`src/rtl/seq_multiplier_n.sv`:
```
// seq_multiplier_n: WIDTH-bit sequential shift-add multiplier with a run-time
// unsigned / two's-complement mode and an St/Idle/Done handshake.
// Each RUN edge performs one combined add(or subtract)-and-shift step.
// Optional macro SEQ_MULT_EARLY_TERM_EN: in unsigned mode, finish early with a
// single barrel shift once the remaining multiplier bits are all zero.
module seq_multiplier_n #(
    parameter int unsigned WIDTH = 8
) (
    input  logic                 Clk,
    input  logic                 Rst,
    input  logic                 St,
    input  logic                 Signed,
    input  logic [WIDTH-1:0]     Multiplicando,
    input  logic [WIDTH-1:0]     Multiplicador,
    output logic                 Idle,
    output logic                 Done,
    output logic [2*WIDTH-1:0]   Produto
);

    localparam int unsigned CW = $clog2(WIDTH + 1);

    typedef enum logic [1:0] {
        S_IDLE,
        S_RUN,
        S_DONE
    } state_t;

    state_t              state_q;
    logic [WIDTH:0]      a_q;
    logic [WIDTH-1:0]    q_q;
    logic [WIDTH-1:0]    m_q;
    logic [CW-1:0]       cnt_q;
    logic                sm_q;
    logic                idle_q;
    logic                done_q;
    logic [2*WIDTH-1:0]  prod_q;

    logic [WIDTH:0]      mext;
    logic [WIDTH:0]      a_sum;
    logic [WIDTH:0]      a_d;
    logic [WIDTH-1:0]    q_d;
    logic [CW-1:0]       cnt_d;
    logic                last_step;
    logic                fill;
`ifdef SEQ_MULT_EARLY_TERM_EN
    logic [WIDTH:0]      mask_w;
    logic                early_hit;
`endif

    // Next {A,Q,cnt} for one RUN step
    always_comb begin
        mext      = {sm_q & m_q[WIDTH-1], m_q};
        last_step = (cnt_q == CW'(1));
        if (q_q[0]) begin
            // Signed mode: the multiplier's MSB carries weight -2^(WIDTH-1)
            a_sum = (last_step && sm_q) ? (a_q - mext) : (a_q + mext);
        end else begin
            a_sum = a_q;
        end
        fill  = sm_q & a_sum[WIDTH];
        a_d   = {fill, a_sum[WIDTH:1]};
        q_d   = {a_sum[0], q_q[WIDTH-1:1]};
        cnt_d = cnt_q - CW'(1);
`ifdef SEQ_MULT_EARLY_TERM_EN
        mask_w    = ((WIDTH+1)'(1) << cnt_q) - (WIDTH+1)'(1);
        early_hit = !sm_q && ((q_q & mask_w[WIDTH-1:0]) == '0);
        if (early_hit) begin
            // Remaining steps would only shift; collapse them into one shift
            {a_d, q_d} = {a_q, q_q} >> cnt_q;
            cnt_d      = '0;
        end
`endif
    end

    // Control FSM, datapath registers and registered outputs
    always_ff @(posedge Clk) begin
        if (Rst) begin
            state_q <= S_IDLE;
            a_q     <= '0;
            q_q     <= '0;
            m_q     <= '0;
            cnt_q   <= '0;
            sm_q    <= 1'b0;
            idle_q  <= 1'b1;
            done_q  <= 1'b0;
            prod_q  <= '0;
        end else begin
            case (state_q)
                S_IDLE: begin
                    done_q <= 1'b0;
                    if (St) begin
                        a_q     <= '0;
                        q_q     <= Multiplicador;
                        m_q     <= Multiplicando;
                        sm_q    <= Signed;
                        cnt_q   <= CW'(WIDTH);
                        idle_q  <= 1'b0;
                        state_q <= S_RUN;
                    end else begin
                        idle_q <= 1'b1;
                    end
                end
                S_RUN: begin
                    a_q   <= a_d;
                    q_q   <= q_d;
                    cnt_q <= cnt_d;
                    if (cnt_d == '0) begin
                        prod_q  <= {a_d[WIDTH-1:0], q_d};
                        done_q  <= 1'b1;
                        state_q <= S_DONE;
                    end
                end
                S_DONE: begin
                    done_q  <= 1'b0;
                    idle_q  <= 1'b1;
                    state_q <= S_IDLE;
                end
                default: begin
                    done_q  <= 1'b0;
                    idle_q  <= 1'b1;
                    state_q <= S_IDLE;
                end
            endcase
        end
    end

    assign Idle    = idle_q;
    assign Done    = done_q;
    assign Produto = prod_q;

endmodule

```
`config.mk`:
```
export PLATFORM = sky130hd
export DESIGN_NAME = seq_multiplier_n
export DESIGN_NICKNAME = d
export VERILOG_FILES = /design/src/rtl/seq_multiplier_n.sv
export SDC_FILE = /design/constraint.sdc
export NUM_CORES = 1
export LEC_CHECK = 0
export BUFFER_PORTS_ARGS = -buffer_cell sky130_fd_sc_hd__buf_4
export CELL_PAD_IN_SITES_DETAIL_PLACEMENT = 1
export CELL_PAD_IN_SITES_GLOBAL_PLACEMENT = 2
export CORE_MARGIN = 2
export CORE_UTILIZATION = 33
export CTS_BUF_LIST = sky130_fd_sc_hd__clkbuf_4 sky130_fd_sc_hd__clkbuf_8 sky130_fd_sc_hd__clkbuf_16
export DETAILED_ROUTE_END_ITERATION = 8
export PLACE_DENSITY = 0.76
export SYNTH_ARGS = -nofsm -noshare
export SYNTH_HDL_FRONTEND = slang
export SYNTH_SLANG_ARGS = --single-unit
```
`constraint.sdc`:
```
create_clock -name Clk -period 3.4 [get_ports Clk]
set_input_delay 0.34 -clock Clk [delete_from_list [all_inputs] [get_ports Clk]]
set_output_delay 0.34 -clock Clk [all_outputs]
set_load 0.05 [all_outputs]
```
# Yosys cells after proc, flatten, opt, wreduce, memory -nomap -nowiden

Cells that the tools add are included.

Add/subtract/negate cells: 3
Equal/unequal tests: 4
Mux-type cells: 13
Bitwise gates (word level): 3
Reduce and logical (&&, ||, !) cells: 9

Operators with widths:

| operator                                             | count |
|---|---|
| two-way mux 9 bit                                    | 3 |
| case mux 9 bit (2 select lines)                      | 1 |
| case mux 8 bit (2 select lines)                      | 1 |
| adder 9 bit                                          | 1 |
| subtractor 9 bit                                     | 1 |
| two-way mux 8 bit                                    | 1 |
| case mux 4 bit (2 select lines)                      | 1 |
| AND reduction 2 bit                                  | 4 |
| equality test 4 x 1 -> 1 bit (second input constant) | 1 |
| logical NOT 4 bit                                    | 1 |
| two-way mux 2 bit                                    | 2 |
| two-way mux 4 bit                                    | 1 |
| inequality test 2 bit (second input constant)        | 2 |
| case mux 2 bit (2 select lines)                      | 1 |
| subtractor 4 x 1 -> 4 bit (second input constant)    | 1 |
| AND 1 bit                                            | 2 |
| equality test 2 x 1 -> 1 bit (second input constant) | 1 |
| logical NOT 2 bit                                    | 1 |
| case mux 1 bit (2 select lines)                      | 1 |
| nonzero test 2 bit                                   | 1 |
| OR reduction 2 bit                                   | 1 |
| logical AND 1 bit                                    | 1 |
| two-way mux 1 bit                                    | 1 |
| NOT 1 bit                                            | 1 |

Bits in registers: 50
Input port bits: 20

# Depth between registers and ports, before layout

Gate-level depths: netlist of the first run.

Word-level depth: 6
Gate-level depth with buffers: 14
Gate-level depth less buffers: 13

# Worst setup path after synthesis of the first run

No wires, ideal clock.

Path kind: flip-flop to flip-flop
Start point: register cnt_q[0]
End point: register prod_q[15], in the netlist Produto[15]
Arrival: 3.029 ns
Required time: 3.324 ns
Slack: 0.295 ns
Cell stages (with the launch flop): 13
Buffers on the path: 1
Clock period less this slack: 3.105 ns
Cell sequence: dfxtp_1 ha_1 nor3b_1 and2_1 clkbuf_1 mux2i_1 fa_1 a211oi_1 nor2_1 a221oi_1 xor2_1 mux2_2 o22ai_1

Cells in the longest elaborated chain, start to end: 4

RTL lines:

| item                                                                              | line | RTL |
|---|---|---|
| start, declared                                                                   | 32   | `logic [CW-1:0] cnt_q;` |
| start signal, assigned                                                            | 96   | `cnt_q <= CW'(WIDTH);` |
| start signal, assigned                                                            | 106  | `cnt_q <= cnt_d;` |
| parallel branches: the longest is 4 deep, another holds subtractor 4 x 1 -> 4 bit | -    |  |
| end signal, assigned                                                              | 108  | `prod_q <= {a_d[WIDTH-1:0], q_d};` |
| end, declared                                                                     | 36   | `logic [2*WIDTH-1:0] prod_q;` |

Parallel ways; which one is timed is not known.
A chain may end at the register's enable or synchronous reset.

# Worst setup path after layout of the first run

Start point: register cnt_q[1]
End point: register prod_q[15], in the netlist Produto[15]

The elaborated chain is that of the path after synthesis.

==> impl_metrics.json, run 1 <==
{
  "synth_cell_type_count": 49,
  "worstSkewPairLatency_ns": 0.31,
  "hpwl_mm": 4.939,
  "clockBufferDepth": 2,
  "syn_avg_cell_area_um2": 7.849,
  "total_leakage_power_nw": 1.182,
  "synthCells": 326,
  "gp_congestion": 0.7929,
  "fin_hold_ws_ns": 0.2645,
  "grt_antenna_before_repair": 0,
  "clk_pin_slew_worst_paths_ns": 0.10,
  "fp.dieW_um": 92.06,
  "arrival_ns": 3.36,
  "ir_worst_vdd_v": 0.0001880,
  "finalSetupViolations": 0,
  "synth_top_area_share": 0.3912,
  "first_global_vias": 2264,
  "p_per_area_nw_per_um2": 473.2,
  "worstSetupEndpointType": "register",
  "ys_seq_elements": 50,
  "yosys_warnings": 0,
  "fmax_ghz": 0.3200,
  "async_reset_ff_frac": 0,
  "crit_required_ns": 3.64,
  "skew_ns": 0.005245,
  "fin_tns_setup_ns": 0,
  "insertedDiodeCount": 0,
  "design.die.area_um2": 8474,
  "io_pins": 38,
  "coreArea_um2": 7607,
  "status": "complete, no violations",
  "n_fill_cell": 958,
  "hp-class": "input port to register",
  "die_height_um": 92.06,
  "synth_edf_count": 0,
  "finalCritPeriodShare": 0.9190,
  "yosysTopAreaCell": "dfxtp_1",
  "overflow": 0,
  "grt_pass1_wl_mm": 11.38,
  "io_buffer_count": 37,
  "ant_nets": 0,
  "slew-limit-headroom": 0.4821,
  "slew_viol_final": 0,
  "final_hold_viol_count": 0,
  "cts_root_buf": "clkbuf_8",
  "drv_cap": 0,
  "rows": 32,
  "area_growth_pct": 19.17,
  "drt_iter0_drc": 52,
  "drive_above_1_share": 0.1709,
  "initial_core_util": 0.3363,
  "dr.pass1.iters": 4,
  "cts_tree": "done",
  "dr_total_vias": 2325,
  "synthTopCellsByArea": "dfxtp_1 39%, nand2_1 7.8%, a21oi_1 6.7%, nor2_1 5.7%, ha_1 5.4%",
  "clock_sinks": 50,
  "worstMarginPinSlew_ns": 0.7758,
  "cts-htree-levels": 2,
  "period_needed_ns": 3.125,
  "finish.utilization": 0.4008,
  "critical_path.startpoint_type": "register",
  "crit_fanout": 7,
  "nets": 388,
  "hold_buffers": 0,
  "wl_mm": 6.929,
  "cts_made_buffers": 5,
  "synthFlopType": "dfxtp_1",
  "wire_per_inst_um": 15.10,
  "syn_area_um2": 2559,
  "synth_nets": 358,
  "rsz0062_at_grt": "false",
  "drc_errors": 0,
  "vias_per_cell": 5.065,
  "grt_usage": 0.1700,
  "grt_max_degree": 45,
  "critPathKind": "register to register",
  "ys_seq_area_frac": 0.3912
}
[layout by cell type (no fill, tap or decap), drive strengths merged, types with 2 or more instances in the layout]
cell type and count:
a22oi 2, a21oi 34, a311oi 3, inv 11
a211oi 3, and2 2, o32ai 3, clkbuf 5
a21o 3, nand3 4, or3 3, nand2 53
nor3 14, nor2b 6, nor3b 2, mux2i 5
or2 2, xnor2 8, dfxtp 50, nand3b 3
o21ai 18, o21a 2, nor2 40, ha 11
o31ai 2, mux2 2, buf 41, o41ai 2
nand2b 7
[routing by layer]
layer	track usage	wire length, um
met1	0.2311	3471
met4	0.05348	157
met2	0.2702	3102
met3	0.03533	197
met5	0	0
[cells in the mapped netlist, types with 4 or more instances]
cell type and number:
a21oi_1 34, clkbuf_1 15, dfxtp_1 50, ha_1 11
inv_1 10, mux2i_1 4, nand2_1 53, nand2b_1 7
nand3_1 4, nor2_1 39, nor2b_1 6, nor3_1 13
o21ai_0 17, xnor2_1 8
[path summary, 6_finish.rpt]
kind / from / end / slack, ns / depth (start not counted)
setup reg to reg: cnt_q[1]$_SDFFE_PP0P_ / Produto[15]$_SDFFE_PP0P_ / 0.28 / 13
hold reg to reg: Produto[8]$_SDFFE_PP0P_ / Produto[8]$_SDFFE_PP0P_ / 0.46 / 2
hold / removal: Multiplicando[1] / m_q[1]$_SDFFE_PP0P_ / 0.26 / 3
setup / recovery: cnt_q[1]$_SDFFE_PP0P_ / Produto[15]$_SDFFE_PP0P_ / 0.28 / 13
[through the flow]
stage | instance area (um2) | worst slack (ns) | power, mW | cells
after CTS | 3040 | 0.01506 | 1.465 | 459
after floorplan | 2559 | 0.2950 | 0.9075 | 326
after detailed placement | 2923 | 0.02356 | 1.004 | 451
final | 3049 | 0.2753 | 1.443 | 459
after global placement | 2923 | 0.1293 | 0.9982 | 451
after global routing | 3049 | 0.02639 | 1.531 | 459
[area by class of cell]
| type | count | area (um2) | share of cell area |
|---|---|---|---|
| timing repair buffer | 41 | 307.8 | 0.1009 |
| multi-input combinational | 248 | 1456 | 0.4776 |
| sequential | 50 | 1002 | 0.3287 |
| inverter | 10 | 37.54 | 0.01231 |
| clock inverter | 3 | 48.80 | 0.01600 |
| clock buffer | 5 | 68.82 | 0.02257 |
| tap | 102 | 127.6 | 0.04185 |
[sequential cells by signal, indices dropped and copies added, names as in the netlist]
name	cells
cnt_q	4
q_q	8
Done	1
sm_q	1
Produto	16
state_q	2
m_q	8
a_q	9
Idle	1
[kinds of logic after synthesis]
family / count (synthesis) / share of synthesized area
simple gates: 141 / 0.2553
mux: 7 / 0.02983
flops: 50 / 0.3912
fa+ha+maj: 12 / 0.06161
xor+xnor: 9 / 0.03081
buf+inv: 28 / 0.04254
compound gates: 79 / 0.1888
[worst max-delay path, stage by stage, from the launching register on]
cell and delay, ns:
dfxtp_1 0.40, inv_1 0.08, ha_1 0.20, nor3b_2 0.17
and2_4 0.19, a21oi_1 0.15, xnor2_1 0.16, ha_1 0.32
a21o_1 0.18, a21o_1 0.16, a221oi_1 0.32, xor2_1 0.19
mux2_2 0.37, o22ai_1 0.14
[power by group]
| group | internal [mW] | switching (mW) |
|---|---|---|
| clock | 0.225 | 0.226 |
| combinational | 0.147 | 0.193 |
| sequential | 0.616 | 0.0366 |
[timing repair]
| action | in CTS | in global routing |
|---|---|---|
| pin swaps | 0 | 0 |
| buffers inserted | 0 | 0 |
| gates resized for setup | 1 | 4 |
| endpoints found under the setup margin | 1 | 10 |
No activity file was read; power rests on OpenSTA's default activity.
==> inputs of run 2 (changes only) <==
--- a/config.mk
+++ b/config.mk
@@ -9,10 +9,11 @@
 export CELL_PAD_IN_SITES_DETAIL_PLACEMENT = 1
 export CELL_PAD_IN_SITES_GLOBAL_PLACEMENT = 2
 export CORE_MARGIN = 2
-export CORE_UTILIZATION = 33
+export CORE_UTILIZATION = 35
 export CTS_BUF_LIST = sky130_fd_sc_hd__clkbuf_4 sky130_fd_sc_hd__clkbuf_8 sky130_fd_sc_hd__clkbuf_16
+export CTS_CLUSTER_SIZE = 24
 export DETAILED_ROUTE_END_ITERATION = 8
-export PLACE_DENSITY = 0.76
+export PLACE_DENSITY_LB_ADDON = 0.08
 export SYNTH_ARGS = -nofsm -noshare
 export SYNTH_HDL_FRONTEND = slang
 export SYNTH_SLANG_ARGS = --single-unit
==> constraint.sdc (replaced) <==
create_clock -name Clk -period 4 [get_ports Clk]
set_input_delay 0.4 -clock Clk [delete_from_list [all_inputs] [get_ports Clk]]
set_output_delay 0.4 -clock Clk [all_outputs]
set_load 0.05 [all_outputs]
==> impl_metrics.json, run 2 (same netlist as run 1, synthesis figures left out) <==
{
  "status": "complete, no violations",
  "arrival_ns": 3.61,
  "clock_sinks": 50,
  "die_height_um": 89.50,
  "total_leakage_power_nw": 1.176,
  "layout_commonest_cell": "nand2_1",
  "gp_congestion": 0.7799,
  "sequentialPowerShare": 0.458,
  "slowest_stage": "fa_1",
  "critical_path.startpoint_type": "register",
  "final_cell_mix": "53 x nand2_1, 50 x dfxtp_1, 40 x buf_4, 39 x nor2_1, 34 x a21oi_1",
  "finalCritPeriodShare": 0.8443,
  "clockBufferDepth": 2,
  "crit_fanout": 7,
  "intPower_mw": 0.8471,
  "grt_max_degree": 45,
  "design.die.area_um2": 8010,
  "use_met2": 0.2808,
  "first_global_vias": 2264,
  "skew_ns": 0.005799,
  "rows": 31,
  "drc_errors": 0,
  "switchingPower_mw": 0.3609,
  "dr.pass1.iters": 4,
  "worstMarginPinSlew_ns": 0.8777,
  "cts_setup_buffers": 0,
  "power_mw": 1.208,
  "busiest_layer": "met2",
  "ir_worst_vdd_v": 0.0001677,
  "worstSetupEndpointType": "register",
  "nets": 387,
  "drv_cap": 0,
  "use_met3": 0.03047,
  "grt_pass1_wl_mm": 11.30,
  "dpl.cell_count": 447,
  "cts_tree": "done",
  "wire_per_inst_um": 14.92,
  "cts_resized": 0,
  "coreArea_um2": 7176,
  "fin_tns_setup_ns": 0,
  "area_growth_pct": 18.24,
  "finalSetupViolations": 0,
  "grt_usage": 0.1824,
  "final_hold_viol_count": 0,
  "gr-usage-met1": 0.2671,
  "wl_mm": 6.790,
  "hpwl_mm": 4.934,
  "crit_chain": "ha_1 > nor3b_1 > and2_1 > mux2i_1 > fa_1 > a211oi_1 > nor2_1 > a221oi_1 > xor2_1 > mux2_2 > o22ai_1",
  "drive_above_1_share": 0.1601,
  "largest_reg_flops": 16,
  "rsz0062_at_grt": "false",
  "worstSkewPairLatency_ns": 0.30,
  "insertedDiodeCount": 0,
  "slowest_delay_ns": 0.49,
  "slew_viol_final": 0,
  "swShare": 0.2988,
  "period_needed_ns": 3.377,
  "slew-limit-headroom": 0.4149,
  "fp.dieW_um": 89.50,
  "cts-htree-levels": 2,
  "dr_total_vias": 2313,
  "n_fill_cell": 875,
  "overflow": 0,
  "grt_antenna_before_repair": 0,
  "crit_required_ns": 4.23,
  "cts_made_buffers": 5,
  "initial_core_util": 0.3566,
  "hp-class": "input port to register",
  "io_pins": 38,
  "drt_iter0_drc": 56,
  "clockPowerShare": 0.307,
  "io_buffer_count": 37,
  "pwr-share-comb": 0.235,
  "vias_per_cell": 5.084,
  "fmax_ghz": 0.2961,
  "critPathKind": "register to register",
  "fin_cells": 455,
  "clk_pin_slew_worst_paths_ns": 0.09,
  "cts_root_buf": "clkbuf_8",
  "hold_buffers": 0,
  "p_per_area_nw_per_um2": 399.3,
  "ant_nets": 0
}
==> run 2: power by group through the flow <==
stage	combinational [mW]	clock (mW)	sequential, mW
2_1_floorplan	0.212	0	0.560
3_3_place_gp	0.282	0	0.565
5_1_grt	0.324	0.399	0.560
3_5_place_dp	0.286	0	0.565
4_1_cts	0.288	0.382	0.554
6_report	0.284	0.370	0.553
==> run 2: cell type report <==
class                           instances  area, um2  area share
Clock buffer                            7      83.83     0.02771
Clock inverter                          1      30.03    0.009926
Inverter                               10      37.54     0.01241
Multi-Input combinational cell        248       1449      0.4789
Sequential cell                        50       1001      0.3309
Tap cell                               99      123.9     0.04094
Timing Repair Buffer                   40      300.3     0.09926
==> run 2: stage by stage <==
| step | instance area [um2] | worst slack, ns | utilization | hold WS [ns] |
|---|---|---|---|---|
| after floorplan | 2559 | 0.8950 | - | 0.4421 |
| after global placement | 2912 | 0.7399 | 0.4058 | 0.4413 |
| after detailed placement | 2912 | 0.6200 | 0.4058 | 0.4493 |
| after CTS | 3025 | 0.5740 | 0.4216 | 0.3255 |
| after global routing | 3025 | 0.2319 | 0.4216 | 0.3449 |
| final | 3025 | 0.6229 | 0.4216 | 0.3338 |
==> run 2: metal layers <==
metal	share of wire	wire (um)
met1	0.52	3563
met2	0.44	3003
met3	0.024	162
met4	0.0090	61
met5	0	0
==> run 2: critical path: cells and delay by family (launching register included) <==
family	cells	cell delay, ns
adder cells (fa/ha/maj)	2	0.71
AO/OA/AOI/OAI	3	0.67
flip-flops	1	0.43
XOR/XNOR	1	0.19
AND/OR/NAND/NOR	3	0.76
multiplexers	2	0.54
==> run 2: worst paths after layout <==
check / from / endpoint / slack, ns / cells after the start
worst max register to register: cnt_q[0]$_SDFFE_PP0P_ / Produto[15]$_SDFFE_PP0P_ / 0.62 / 11
worst max-delay path: cnt_q[0]$_SDFFE_PP0P_ / Produto[15]$_SDFFE_PP0P_ / 0.62 / 11
worst min register to register: Produto[0]$_SDFFE_PP0P_ / Produto[0]$_SDFFE_PP0P_ / 0.46 / 2
worst min-delay path: Signed / sm_q$_SDFFE_PP0P_ / 0.33 / 3
==> inputs of run 3 (changes only) <==
--- a/config.mk
+++ b/config.mk
@@ -5,11 +5,12 @@
 export SDC_FILE = /design/constraint.sdc
 export NUM_CORES = 1
 export LEC_CHECK = 0
+export ABC_AREA = 1
 export BUFFER_PORTS_ARGS = -buffer_cell sky130_fd_sc_hd__buf_4
 export CELL_PAD_IN_SITES_DETAIL_PLACEMENT = 1
 export CELL_PAD_IN_SITES_GLOBAL_PLACEMENT = 2
 export CORE_MARGIN = 2
-export CORE_UTILIZATION = 35
+export CORE_UTILIZATION = 29
 export CTS_BUF_LIST = sky130_fd_sc_hd__clkbuf_4 sky130_fd_sc_hd__clkbuf_8 sky130_fd_sc_hd__clkbuf_16
 export CTS_CLUSTER_SIZE = 24
 export DETAILED_ROUTE_END_ITERATION = 8
==> constraint.sdc (replaced) <==
create_clock -name Clk -period 2.9 [get_ports Clk]
set_input_delay 0.29 -clock Clk [delete_from_list [all_inputs] [get_ports Clk]]
set_output_delay 0.29 -clock Clk [all_outputs]
set_load 0.05 [all_outputs]
==> impl_metrics.json, run 3 <==
{
  "async_reset_ff_frac": 0,
  "ys_seq_area_frac": 0.3982,
  "wl_mm": 7.001,
  "drive_above_1_share": 0.1896,
  "reg2reg_depth": 17,
  "fp.dieW_um": 97.10,
  "slew_viol_final": 0,
  "yosysMostFrequentCell": "nand2_1",
  "status": "complete, no violations",
  "clk_pin_slew_worst_paths_ns": 0.10,
  "finalSetupViolations": 0,
  "ant_nets": 0,
  "crit_fanout": 6,
  "layout_commonest_cell": "nand2_1",
  "first_global_vias": 2325,
  "final_cell_mix": "63 x nand2_1, 57 x nor2_1, 49 x dfxtp_1, 43 x buf_4, 33 x inv_1",
  "ys_seq_elements": 50,
  "yosys_warnings": 0,
  "cts_root_buf": "clkbuf_8",
  "synthFlopType": "dfxtp_1",
  "io_buffer_count": 37,
  "synthCells": 347,
  "finalCritPeriodShare": 0.9115,
  "synth_top_area_share": 0.3982,
  "largest_reg_flops": 16,
  "fin_tns_setup_ns": 0,
  "skew_ns": 0.01288,
  "hold_buffers": 0,
  "arrival_ns": 2.84,
  "rows": 33,
  "io_pins": 38,
  "drt_iter0_drc": 49,
  "synthTopCellsByArea": "dfxtp_1 40%, nand2_1 9.7%, nor2_1 8.5%, ha_1 5.5%, o21ai_0 5.2%",
  "clockBufferDepth": 2,
  "critical_path.startpoint_type": "register",
  "final_hold_viol_count": 0,
  "syn_area_um2": 2514,
  "cts-htree-levels": 2,
  "area_growth_pct": 20.81,
  "gp_congestion": 0.7750,
  "ir_worst_vdd_v": 0.0002505,
  "die_height_um": 97.10,
  "fin_cells": 490,
  "vias_per_cell": 4.759,
  "dr_total_vias": 2332,
  "design.die.area_um2": 9428,
  "n_fill_cell": 1050,
  "worstSetupEndpointType": "register",
  "cts_made_buffers": 5,
  "wire_per_inst_um": 14.29,
  "multiInputGateArea_um2": 1323,
  "syn_avg_cell_area_um2": 7.244,
  "critPathKind": "register to register",
  "fmax_ghz": 0.3783,
  "insertedDiodeCount": 0,
  "p_per_area_nw_per_um2": 607.5,
  "drv_cap": 0,
  "crit_required_ns": 3.10,
  "coreArea_um2": 8299,
  "clock_sinks": 50,
  "cts_tree": "done",
  "synth_nets": 379,
  "initial_core_util": 0.3029,
  "dpl.cell_count": 481,
  "hp-class": "input port to register",
  "nets": 416,
  "period_needed_ns": 2.643,
  "ff_latch_area_um2": 1002,
  "synth_edf_count": 0,
  "rrSetupSlack_ns": 0.26,
  "dr.pass1.iters": 4,
  "rsz0062_at_grt": "false",
  "yosys-top-cells-count": "65 x nand2_1, 57 x nor2_1, 50 x dfxtp_1",
  "grt_antenna_before_repair": 0,
  "grt_usage": 0.1482,
  "drc_errors": 0,
  "total_leakage_power_nw": 1.381,
  "grt_pass1_wl_mm": 11.40,
  "grt_max_degree": 22,
  "worstMarginPinSlew_ns": 0.5727,
  "hold_path_depth": 3,
  "overflow": 0,
  "slew-limit-headroom": 0.6178,
  "yosysTopAreaCell": "dfxtp_1",
  "synth_cell_type_count": 37,
  "worstSkewPairLatency_ns": 0.30,
  "hpwl_mm": 5.255
}
run 3: cells by family (layout without fill, tap and decap cells):
| family | Yosys count | count (layout) | synth area share |
|---|---|---|---|
| multiplexers | 1 | 1 | 0.003982 |
| buffers and inverters | 50 | 88 | 0.08213 |
| AO/OA/AOI/OAI | 64 | 64 | 0.1498 |
| adder cells (fa/ha/maj) | 12 | 12 | 0.06272 |
| flip-flops | 50 | 50 | 0.3982 |
| XOR/XNOR | 9 | 9 | 0.03136 |
| AND/OR/NAND/NOR | 161 | 161 | 0.2718 |
run 3: stage by stage:
step                      area [um2]  setup slack, ns  hold WS (ns)  total power [mW]    util
final                           3037           0.2567        0.2084             1.845  0.3659
after global routing            3037          0.01606        0.2092             1.978  0.3659
after CTS                       3009           0.1416        0.1985             1.863  0.3626
after detailed placement        2895           0.1755        0.4636             1.346  0.3489
after global placement          2895           0.2087        0.4590             1.339  0.3489
after floorplan                 2514           0.3947        0.4249             1.187       -
run 3: path summary, 6_finish.rpt:
kind                            startpoint                        to
hold reg to reg   Produto[15]$_SDFFE_PP0P_  Produto[15]$_SDFFE_PP0P_
setup reg to reg     cnt_q[1]$_SDFFE_PP0P_  Produto[13]$_SDFFE_PP0P_
hold / removal            Multiplicador[3]       q_q[3]$_SDFFE_PP0P_
setup / recovery     cnt_q[1]$_SDFFE_PP0P_  Produto[13]$_SDFFE_PP0P_
run 3: worst max-delay path, cell delays in order, from the launching register on:
cell and delay [ns]:
dfxtp_2 0.34, inv_1 0.06, ha_2 0.18, nand2_2 0.06, inv_2 0.04, nand2_4 0.08, inv_4 0.05, or2_2 0.30
xor2_1 0.15, ha_1 0.36, nand2_1 0.10, nand2_1 0.07, o21bai_1 0.17, or2_2 0.27, nand3_1 0.07, nand2_1 0.07
o21ai_1 0.11, inv_1 0.05
run 3: final cells by class:
cell class | count | area share
Clock buffer | 6 | 0.02513
Sequential cell | 50 | 0.3300
Inverter | 37 | 0.04738
Tap cell | 105 | 0.04326
Multi-Input combinational cell | 247 | 0.4355
Timing Repair Buffer | 43 | 0.1063
Clock inverter | 2 | 0.01236
run 3: repair_timing:
item                       in CTS  in global routing
setup endpoints to repair       0                  9
gates resized for setup         0                  9
setup buffers                   0                  1
run 3: power by group:
part	switching, mW	internal [mW]
Sequential	0.0558	0.742
Combinational	0.334	0.208
Clock	0.239	0.267
run 3: metal layers:
metal	global-route usage	vias up	share of wire
met5	0	-	0
met1	0.1967	1104	0.49
met3	0.02590	5	0.025
met4	0.03250	0	0.0077
met2	0.2521	23	0.47
li1	-	1200	-
